[config.mk]
export PLATFORM = sky130hd
export DESIGN_NAME = enemy_combat_array
export DESIGN_NICKNAME = d
export VERILOG_FILES = /design/src/rtl/combat_pkg.sv /design/src/rtl/attack_hitbox.sv /design/src/rtl/enemy_combat_array.sv
export SDC_FILE = /design/constraint.sdc
export NUM_CORES = 1
export LEC_CHECK = 0
export BUFFER_PORTS_ARGS = -buffer_cell sky130_fd_sc_hd__buf_2
export CAP_MARGIN = 30
export CORE_UTILIZATION = 44
export DETAILED_ROUTE_END_ITERATION = 16
export PLACE_DENSITY_LB_ADDON = 0.3
export SETUP_SLACK_MARGIN = 0.4
export SLEW_MARGIN = 10
export SYNTH_ARGS = -nofsm -noshare
export SYNTH_HDL_FRONTEND = slang
export SYNTH_HIERARCHICAL = 1
export SYNTH_SLANG_ARGS = --single-unit
[constraint.sdc]
create_clock -name Clk -period 10.8 [get_ports Clk]
set_clock_uncertainty 0.15 [all_clocks]
set_input_delay 0.54 -clock Clk [delete_from_list [all_inputs] [get_ports Clk]]
set_output_delay 0.54 -clock Clk [all_outputs]
set_load 0.01 [all_outputs]
[src/rtl/combat_pkg.sv]
// ============================================================
// Package : combat_pkg
// Brief   : Shared enemy-state / direction types and popcount helper
// Rev     : 1.0
// ============================================================
`default_nettype none

package combat_pkg;

  typedef enum logic [1:0] {
    DEAD   = 2'd0,
    ALIVE  = 2'd1,
    INVULN = 2'd2
  } enemy_state_t;

  typedef enum logic [1:0] {
    DIR_DOWN  = 2'd0,
    DIR_LEFT  = 2'd1,
    DIR_UP    = 2'd2,
    DIR_RIGHT = 2'd3
  } direction_t;

  localparam int c_MAX_ENEMY = 8;

  function automatic logic [3:0] popcount(input logic [c_MAX_ENEMY-1:0] v);
    logic [3:0] n;
    n = '0;
    for (int b = 0; b < c_MAX_ENEMY; b++) begin
      n = n + {3'b000, v[b]};
    end
    return n;
  endfunction

endpackage

`default_nettype wire

[src/rtl/attack_hitbox.sv]
// ============================================================
// Module : attack_hitbox
// Brief  : Combinational overlap test of one enemy box vs the player attack box
// Rev    : 1.0
// ============================================================
`default_nettype none

module attack_hitbox
  import combat_pkg::*;
#(
  parameter int ATTACK_SHORT = 16,
  parameter int ATTACK_LONG  = 80,
  parameter int ENEMY_W      = 26,
  parameter int ENEMY_H      = 26
) (
  input  logic [8:0] Enemy_X,
  input  logic [8:0] Enemy_Y,
  input  logic [8:0] Attack_X,
  input  logic [8:0] Attack_Y,
  input  logic [1:0] Direction,
  output logic       Hit
);

  localparam logic [10:0] c_S = 11'(ATTACK_SHORT);
  localparam logic [10:0] c_L = 11'(ATTACK_LONG);
  localparam logic [10:0] c_W = 11'(ENEMY_W);
  localparam logic [10:0] c_H = 11'(ENEMY_H);

  // 11-bit operands keep every sum free of wrap-around
  logic [10:0] w_ex, w_ey, w_ax, w_ay;
  assign w_ex = {2'b00, Enemy_X};
  assign w_ey = {2'b00, Enemy_Y};
  assign w_ax = {2'b00, Attack_X};
  assign w_ay = {2'b00, Attack_Y};

  always_comb begin
    Hit = 1'b0;
    unique case (direction_t'(Direction))
      DIR_DOWN:  Hit = (w_ex + c_W >= w_ax) && (w_ex <= w_ax + c_S) &&
                       (w_ey + c_H >= w_ay) && (w_ey <= w_ay + c_L);
      DIR_LEFT:  Hit = (w_ex + c_W + c_L >= w_ax) && (w_ex <= w_ax) &&
                       (w_ey + c_H >= w_ay) && (w_ey <= w_ay + c_S);
      DIR_UP:    Hit = (w_ex + c_W >= w_ax) && (w_ex <= w_ax + c_S) &&
                       (w_ey + c_H + c_L >= w_ay) && (w_ey <= w_ay);
      DIR_RIGHT: Hit = (w_ex + c_W >= w_ax) && (w_ex <= w_ax + c_L) &&
                       (w_ey + c_H >= w_ay) && (w_ey <= w_ay + c_S);
      default:   Hit = 1'b0;
    endcase
  end

endmodule

`default_nettype wire

[src/rtl/enemy_combat_array.sv]
// ============================================================
// Module : enemy_combat_array
// Brief  : Per-frame combat state for NUM_ENEMY enemies plus player health/score
// Rev    : 1.0
// ============================================================
`default_nettype none

module enemy_combat_array
  import combat_pkg::*;
#(
  parameter int NUM_ENEMY      = 4,
  parameter int HP_W           = 7,
  parameter int ENEMY_FULL_HP  = 100,
  parameter int PLAYER_DAMAGE  = 10,
  parameter int ENEMY_DAMAGE   = 10,
  parameter int PLAYER_FULL_HP = 1000,
  parameter int RESPAWN_BASE   = 40,
  parameter int INVULN_FRAMES  = 3,
  parameter int ATTACK_SHORT   = 16,
  parameter int ATTACK_LONG    = 80,
  parameter int ENEMY_W        = 26,
  parameter int ENEMY_H        = 26,
  parameter int SCORE_W        = 8
) (
  input  logic                      Clk,
  input  logic                      Reset_n,
  input  logic                      Frame_Tick,
  input  logic                      Game_Restart,
  input  logic [8:0]                Attack_X,
  input  logic [8:0]                Attack_Y,
  input  logic [1:0]                Player_Direction,
  input  logic                      Attack_On,
  input  logic [9*NUM_ENEMY-1:0]    Enemy_X,
  input  logic [9*NUM_ENEMY-1:0]    Enemy_Y,
  input  logic [NUM_ENEMY-1:0]      Enemy_Attack_On,
  output logic [NUM_ENEMY-1:0]      Enemy_Alive,
  output logic [NUM_ENEMY-1:0]      Enemy_Is_Attacked,
  output logic [HP_W*NUM_ENEMY-1:0] Enemy_HP,
  output logic [NUM_ENEMY-1:0]      Kill_Pulse,
  output logic [SCORE_W-1:0]        Score,
  output logic [9:0]                Player_HP,
  output logic                      Player_Dead
);

  localparam int c_RSP_MAX = RESPAWN_BASE * NUM_ENEMY;
  localparam int c_RSP_W   = (c_RSP_MAX > 1) ? $clog2(c_RSP_MAX) : 1;
  localparam int c_INV_W   = (INVULN_FRAMES > 0) ? $clog2(INVULN_FRAMES + 1) : 1;
  localparam logic [SCORE_W+3:0] c_SCORE_MAX = {4'b0000, {SCORE_W{1'b1}}};

  logic                 r_player_dead;
  logic [9:0]           r_player_hp;
  logic [SCORE_W-1:0]   r_score;
  logic                 w_adv;
  logic [NUM_ENEMY-1:0] w_alive;
  logic [NUM_ENEMY-1:0] w_kill;

  // A latched game-over blocks every frame update until reset/restart
  assign w_adv = Frame_Tick & ~r_player_dead;

  for (genvar gi = 0; gi < NUM_ENEMY; gi++) begin : g_enemy
    localparam int c_RSP_LIM = RESPAWN_BASE * (gi + 1) - 1;

    enemy_state_t        r_state, w_state_nxt;
    logic [HP_W-1:0]     r_hp, w_hp_nxt;
    logic [c_RSP_W-1:0]  r_rsp, w_rsp_nxt;
    logic [c_INV_W-1:0]  r_inv, w_inv_nxt;
    logic                r_alive, r_hit_pulse, r_kill_pulse;
    logic                w_hit, w_took, w_die;

    attack_hitbox #(
      .ATTACK_SHORT (ATTACK_SHORT),
      .ATTACK_LONG  (ATTACK_LONG),
      .ENEMY_W      (ENEMY_W),
      .ENEMY_H      (ENEMY_H)
    ) u_hitbox (
      .Enemy_X   (Enemy_X[9*gi +: 9]),
      .Enemy_Y   (Enemy_Y[9*gi +: 9]),
      .Attack_X  (Attack_X),
      .Attack_Y  (Attack_Y),
      .Direction (Player_Direction),
      .Hit       (w_hit)
    );

    always_comb begin
      w_state_nxt = r_state;
      w_hp_nxt    = r_hp;
      w_rsp_nxt   = r_rsp;
      w_inv_nxt   = r_inv;
      w_took      = 1'b0;
      w_die       = 1'b0;
      if (w_adv) begin
        unique case (r_state)
          DEAD: begin
            if (r_rsp == c_RSP_W'(c_RSP_LIM)) begin
              w_state_nxt = ALIVE;
              w_hp_nxt    = HP_W'(ENEMY_FULL_HP);
              w_rsp_nxt   = '0;
            end else begin
              w_rsp_nxt = r_rsp + 1'b1;
            end
          end
          ALIVE: begin
            if (Attack_On && w_hit) begin
              w_took = 1'b1;
              if (r_hp <= HP_W'(PLAYER_DAMAGE)) begin
                w_state_nxt = DEAD;
                w_hp_nxt    = '0;
                w_die       = 1'b1;
              end else begin
                w_hp_nxt = r_hp - HP_W'(PLAYER_DAMAGE);
                if (INVULN_FRAMES != 0) begin
                  w_state_nxt = INVULN;
                  w_inv_nxt   = c_INV_W'(INVULN_FRAMES);
                end
              end
            end
          end
          INVULN: begin
            if (r_inv <= c_INV_W'(1)) begin
              w_state_nxt = ALIVE;
              w_inv_nxt   = '0;
            end else begin
              w_inv_nxt = r_inv - 1'b1;
            end
          end
          default: w_state_nxt = DEAD;
        endcase
      end
    end

    always_ff @(posedge Clk or negedge Reset_n) begin
      if (!Reset_n) begin
        r_state      <= DEAD;
        r_hp         <= '0;
        r_rsp        <= '0;
        r_inv        <= '0;
        r_alive      <= 1'b0;
        r_hit_pulse  <= 1'b0;
        r_kill_pulse <= 1'b0;
      end else if (Game_Restart) begin
        r_state      <= DEAD;
        r_hp         <= '0;
        r_rsp        <= '0;
        r_inv        <= '0;
        r_alive      <= 1'b0;
        r_hit_pulse  <= 1'b0;
        r_kill_pulse <= 1'b0;
      end else begin
        r_state      <= w_state_nxt;
        r_hp         <= w_hp_nxt;
        r_rsp        <= w_rsp_nxt;
        r_inv        <= w_inv_nxt;
        r_alive      <= (w_state_nxt != DEAD);
        r_hit_pulse  <= w_took;
        r_kill_pulse <= w_die;
      end
    end

    assign w_alive[gi]                 = r_alive;
    assign w_kill[gi]                  = w_die;
    assign Enemy_Alive[gi]             = r_alive;
    assign Enemy_Is_Attacked[gi]       = r_hit_pulse;
    assign Kill_Pulse[gi]              = r_kill_pulse;
    assign Enemy_HP[HP_W*gi +: HP_W]   = r_hp;
  end

  logic [c_MAX_ENEMY-1:0] w_atk_vec, w_kill_vec;
  logic [3:0]             w_n_atk, w_n_kill;
  logic [15:0]            w_dmg;
  logic [9:0]             w_php_nxt;
  logic [SCORE_W+3:0]     w_score_sum;

  // Damage is gated by the pre-tick alive flags, so this tick's kills still hurt
  always_comb begin
    w_atk_vec                  = '0;
    w_kill_vec                 = '0;
    w_atk_vec[NUM_ENEMY-1:0]   = Enemy_Attack_On & w_alive;
    w_kill_vec[NUM_ENEMY-1:0]  = w_kill;
  end

  assign w_n_atk     = popcount(w_atk_vec);
  assign w_n_kill    = popcount(w_kill_vec);
  assign w_dmg       = 16'(w_n_atk) * 16'(ENEMY_DAMAGE);
  assign w_php_nxt   = (w_dmg >= {6'b000000, r_player_hp}) ? '0 : (r_player_hp - w_dmg[9:0]);
  assign w_score_sum = {4'b0000, r_score} + {{SCORE_W{1'b0}}, w_n_kill};

  always_ff @(posedge Clk or negedge Reset_n) begin
    if (!Reset_n) begin
      r_player_hp   <= 10'(PLAYER_FULL_HP);
      r_player_dead <= 1'b0;
      r_score       <= '0;
    end else if (Game_Restart) begin
      r_player_hp   <= 10'(PLAYER_FULL_HP);
      r_player_dead <= 1'b0;
      r_score       <= '0;
    end else if (w_adv) begin
      r_player_hp   <= w_php_nxt;
      r_player_dead <= (w_php_nxt == '0);
      r_score       <= (w_score_sum > c_SCORE_MAX) ? c_SCORE_MAX[SCORE_W-1:0]
                                                   : w_score_sum[SCORE_W-1:0];
    end
  end

  assign Score       = r_score;
  assign Player_HP   = r_player_hp;
  assign Player_Dead = r_player_dead;

endmodule

`default_nettype wire
==> metrics.md <==
| Metric | Value |
|---|---|
| Setup repair after global routing missed its margin | `false` |
| DRC errors left | `0` |
| Cell Rows | `66` |
| Count of hold-fix buffers inserted at cts | `0` |
| Total Nets Final | `2,357` |
| Top cells by area in the synthesized netlist | `ha_1 24%, dfrtp_1 16%, xnor2_1 5.7%` |
| Layout cell share with drive strength beyond 1 | `11.4%` |
| Routed wire length | `39,600 um` |
| Overall track demand over capacity in global routing | `22.8%` |
| Number of buffers added on ports | `155` |
| Worst path buffer plus inverter count | `2` |
| Maximum fanout along the worst path | `6` |
| Clock tree from TritonCTS | `built` |
| Final cycle utilization of the critical path | `58.1%` |
| Worst-case register-to-register setup slack | `6.49 ns` |
| Most frequent standard cell in the layout excluding fill and tap cells | `ha_1` |
| Number of flops mapped to enable cells by yosys | `0` |
| Overall Power | `0.00138 W` |
| Hold slack final | `0.113 ns` |
| Number of top-level pins | `160` |
| Routability congestion estimate from global placement | `0.916` |
| Highest cell delay on the worst timing path | `0.51 ns` |
| Total power divided by cell area | `85.1 nW/um^2` |
| Achievable clock frequency | `0.159 GHz` |
| X dimension of the die | `185 um` |
| Clock transition at the register clock pins on the worst setup and hold paths after CTS | `0.07 ns` |
| Number of fillers in the final layout | `3,196` |
| Buffers inserted during post-CTS setup optimization | `0` |
| Final number of max-transition violations | `0` |
| Number of distinct library cells after synthesis | `85` |
| Number of buffers created by CTS | `9` |
| Mean instance size in the synthesized netlist | `8.01 um^2` |
| Sequential share of the synthesized area | `17.5%` |
| Count of placed standard cells in the final layout, fillers left out | `2,415` |
| Proportion of netlist area held by the largest area contributor | `24.0%` |
| Normalized max-slew margin | `35.9%` |
| Area occupied by registers | `2580 um^2` |
| Multi-input gate area in the final layout | `11,400 um^2` |
| CTS-repair resized insts | `0` |
| Number of detailed-routing iterations run before antenna repair | `5` |
| Synth Warn # | `6` |
| Number of failing setup endpoints in the final timing report | `0` |
| Die outline area | `34,400 um^2` |
| Maximum number of buffers from clock root to sink | `2` |
| Cell area after synthesis | `14,800 um^2` |
| Cell breakdown of the critical path | `buf_2 > a211oi_1 > nor3_1 > or2_2 > o21ai_0 > xnor2_1 > ha_1 > nand3_1 > or4_1 > o211ai_1 > o2111ai_1 > o211ai_1 > nand3_1 > or3_1 > fa_1 > inv_1 > fa_1 > fa_1 > and3_1 > and3_1 > nand3_1 > a221oi_1` |
| Async set-or-reset flop fraction in the synthesized netlist | `100%` |
| Worst endpoint required time | `10.85 ns` |
| Vias per Instance | `5.83` |
| Initial core utilization | `45.1%` |
| Arr. time, crit path | `6.32 ns` |
| Vertical die dimension | `185 um` |
| Largest delay contributor family on the critical path | `simple AND/OR/NAND/NOR gates` |
| WS Path Type | `primary input to flip-flop` |
| Leakage | `7.67 nW` |
| Routed wire length per instance | `16.4 um` |
| Global route overflow | `0` |
| Least-Margin Pin Slew | `0.937 ns` |
| Total number of clock tree sinks | `103` |
| Post-detail-place hpwl | `31,200 um` |
| Routed vias | `14.1k` |
| Syn-to-layout area delta | `9.62%` |
| Total Negative Setup Slacks | `0 ns` |
| Post-route ant nets | `0` |
| Cell taking the most area after synthesis | `ha_1` |
| Status | `finished clean` |
| Pin count of the biggest net entering global routing | `62` |
| Number of flip-flops and latches in the synthesized netlist | `103` |
| Ys flop type | `dfrtp_1` |
| Max-Cap Viols | `0` |
| Worst setup EP type | `flip-flop` |
| Number of global-route vias before repair | `13.2k` |
| Clk Latency, worst-skew pair | `0.35 ns` |
| Number of placed instances, taps included | `2,396` |
| Slowest cell on the critical path | `fa_1` |
| Post-layout min period | `6.27 ns` |
| Initial DRC Count | `854` |
| H-tree Lvls | `3` |
| First-pass GRT wire length | `64,400 um` |
| Worst hold path class | `primary input to asynchronous set/reset pin` |
| Type of element launching the critical path | `primary input` |
| Highest-count cells in the layout ignoring fill and taps | `284 x ha_1, 154 x buf_2, 144 x inv_1, 144 x a21oi_1, 126 x nor2_1` |
| Core area | `32,800 um^2` |
| Final Hold Vio Count | `0` |
| Number of cells produced by synthesis | `1,847` |
| Clock root buffer | `clkbuf_16` |
| Initial antenna violation count | `3` |
| Largest voltage drop on the vdd net | `0.0664 mV` |
[cell families (layout without fill, tap and decap cells)]
logic type               after synthesis  count (layout)  share of synthesized area (%)
AO/OA/AOI/OAI                        516             516                           22.7
XOR/XNOR                             123             123                           7.33
adder cells (fa/ha/maj)              289             289                           24.7
buffers and inverters                198             320                           5.60
flip-flops                           103             103                           17.5
multiplexers                          10              10                          0.685
other                                  1               5                         0.0254
AND/OR/NAND/NOR                      607             607                           21.5
[where the power goes]
part / internal [W] / switching (W)
logic: 0.000265 / 0.000368
clock network: 0.000186 / 0.000148
registers: 0.000398 / 0.0000143
[synthesized netlist by cell type, drive strengths merged (6+ instances only)]
cell type,n
nor2,126
nor4,8
dfstp,6
o31ai,22
a211oi,23
nand2,121
or2,19
nand2b,47
mux2i,9
nand4b,17
o211ai,17
or3,27
buf,26
nand3b,9
nand4,35
clkbuf,28
a2111oi,10
o41ai,10
a311oi,6
o21ai,121
nor2b,15
nor4b,7
nor3b,7
o21bai,7
xor2,25
inv,144
a211o,12
nand3,71
and3,15
nor3,58
xnor2,98
o21a,14
o2111ai,6
a21oi,147
dfrtp,97
a31oi,15
o221ai,7
a21o,39
o22ai,10
and2,9
ha,284
[through the flow]
stage | instance area, um^2 | worst slack [ns] | util, %
after global placement | 15900 | 4.27 | 48.4
after global routing | 16200 | 4.14 | 49.5
after CTS | 16200 | 4.53 | 49.3
final | 16200 | 4.53 | 49.5
after detailed placement | 15900 | 4.17 | 48.4
after floorplan | 14800 | 5.08 | -
[layer usage]
metal,wire length [um],GRT usage (%),vias up
li1,-,-,7042
met1,18400,30.2,6674
met2,19000,39.4,318
met3,1660,2.42,48
met4,531,5.26,4
met5,22,0,-
[flip-flops by register name (all words and copies together) (netlist names)]
register / cells
g_enemy.r_alive: 4
g_enemy.r_rsp: 32
Player_HP: 10
g_enemy.r_hit_pulse: 4
g_enemy.r_hp: 24
g_enemy.r_state: 8
g_enemy.r_kill_pulse: 4
Player_Dead: 1
g_enemy.r_inv: 8
Score: 8
[path summary, 6_finish.rpt]
kind	cells past startpoint	to	from
max reg2reg	12	Score[0]	g_enemy[0].r_hp[4]
max in group asynchronous	2	g_enemy[3].r_hp[6]	Reset_n
min	1	g_enemy[2].r_hp[5]	Reset_n
min reg2reg	1	g_enemy[1].r_rsp[6]	g_enemy[1].r_rsp[6]
max	22	Score[0]	Enemy_Y[1]
min in group Clk	1	g_enemy[1].r_rsp[6]	g_enemy[1].r_rsp[6]
[area by class of cell]
cell class	instances	share of cell area, %
multi-input combinational	1549	70.3
tap	442	3.41
clock inverter	5	0.355
sequential	103	15.9
timing repair buffer	160	5.19
clock buffer	11	1.50
inverter	144	3.33
antenna	1	0.0154
Note: power is estimated with default switching activity, not from simulation.
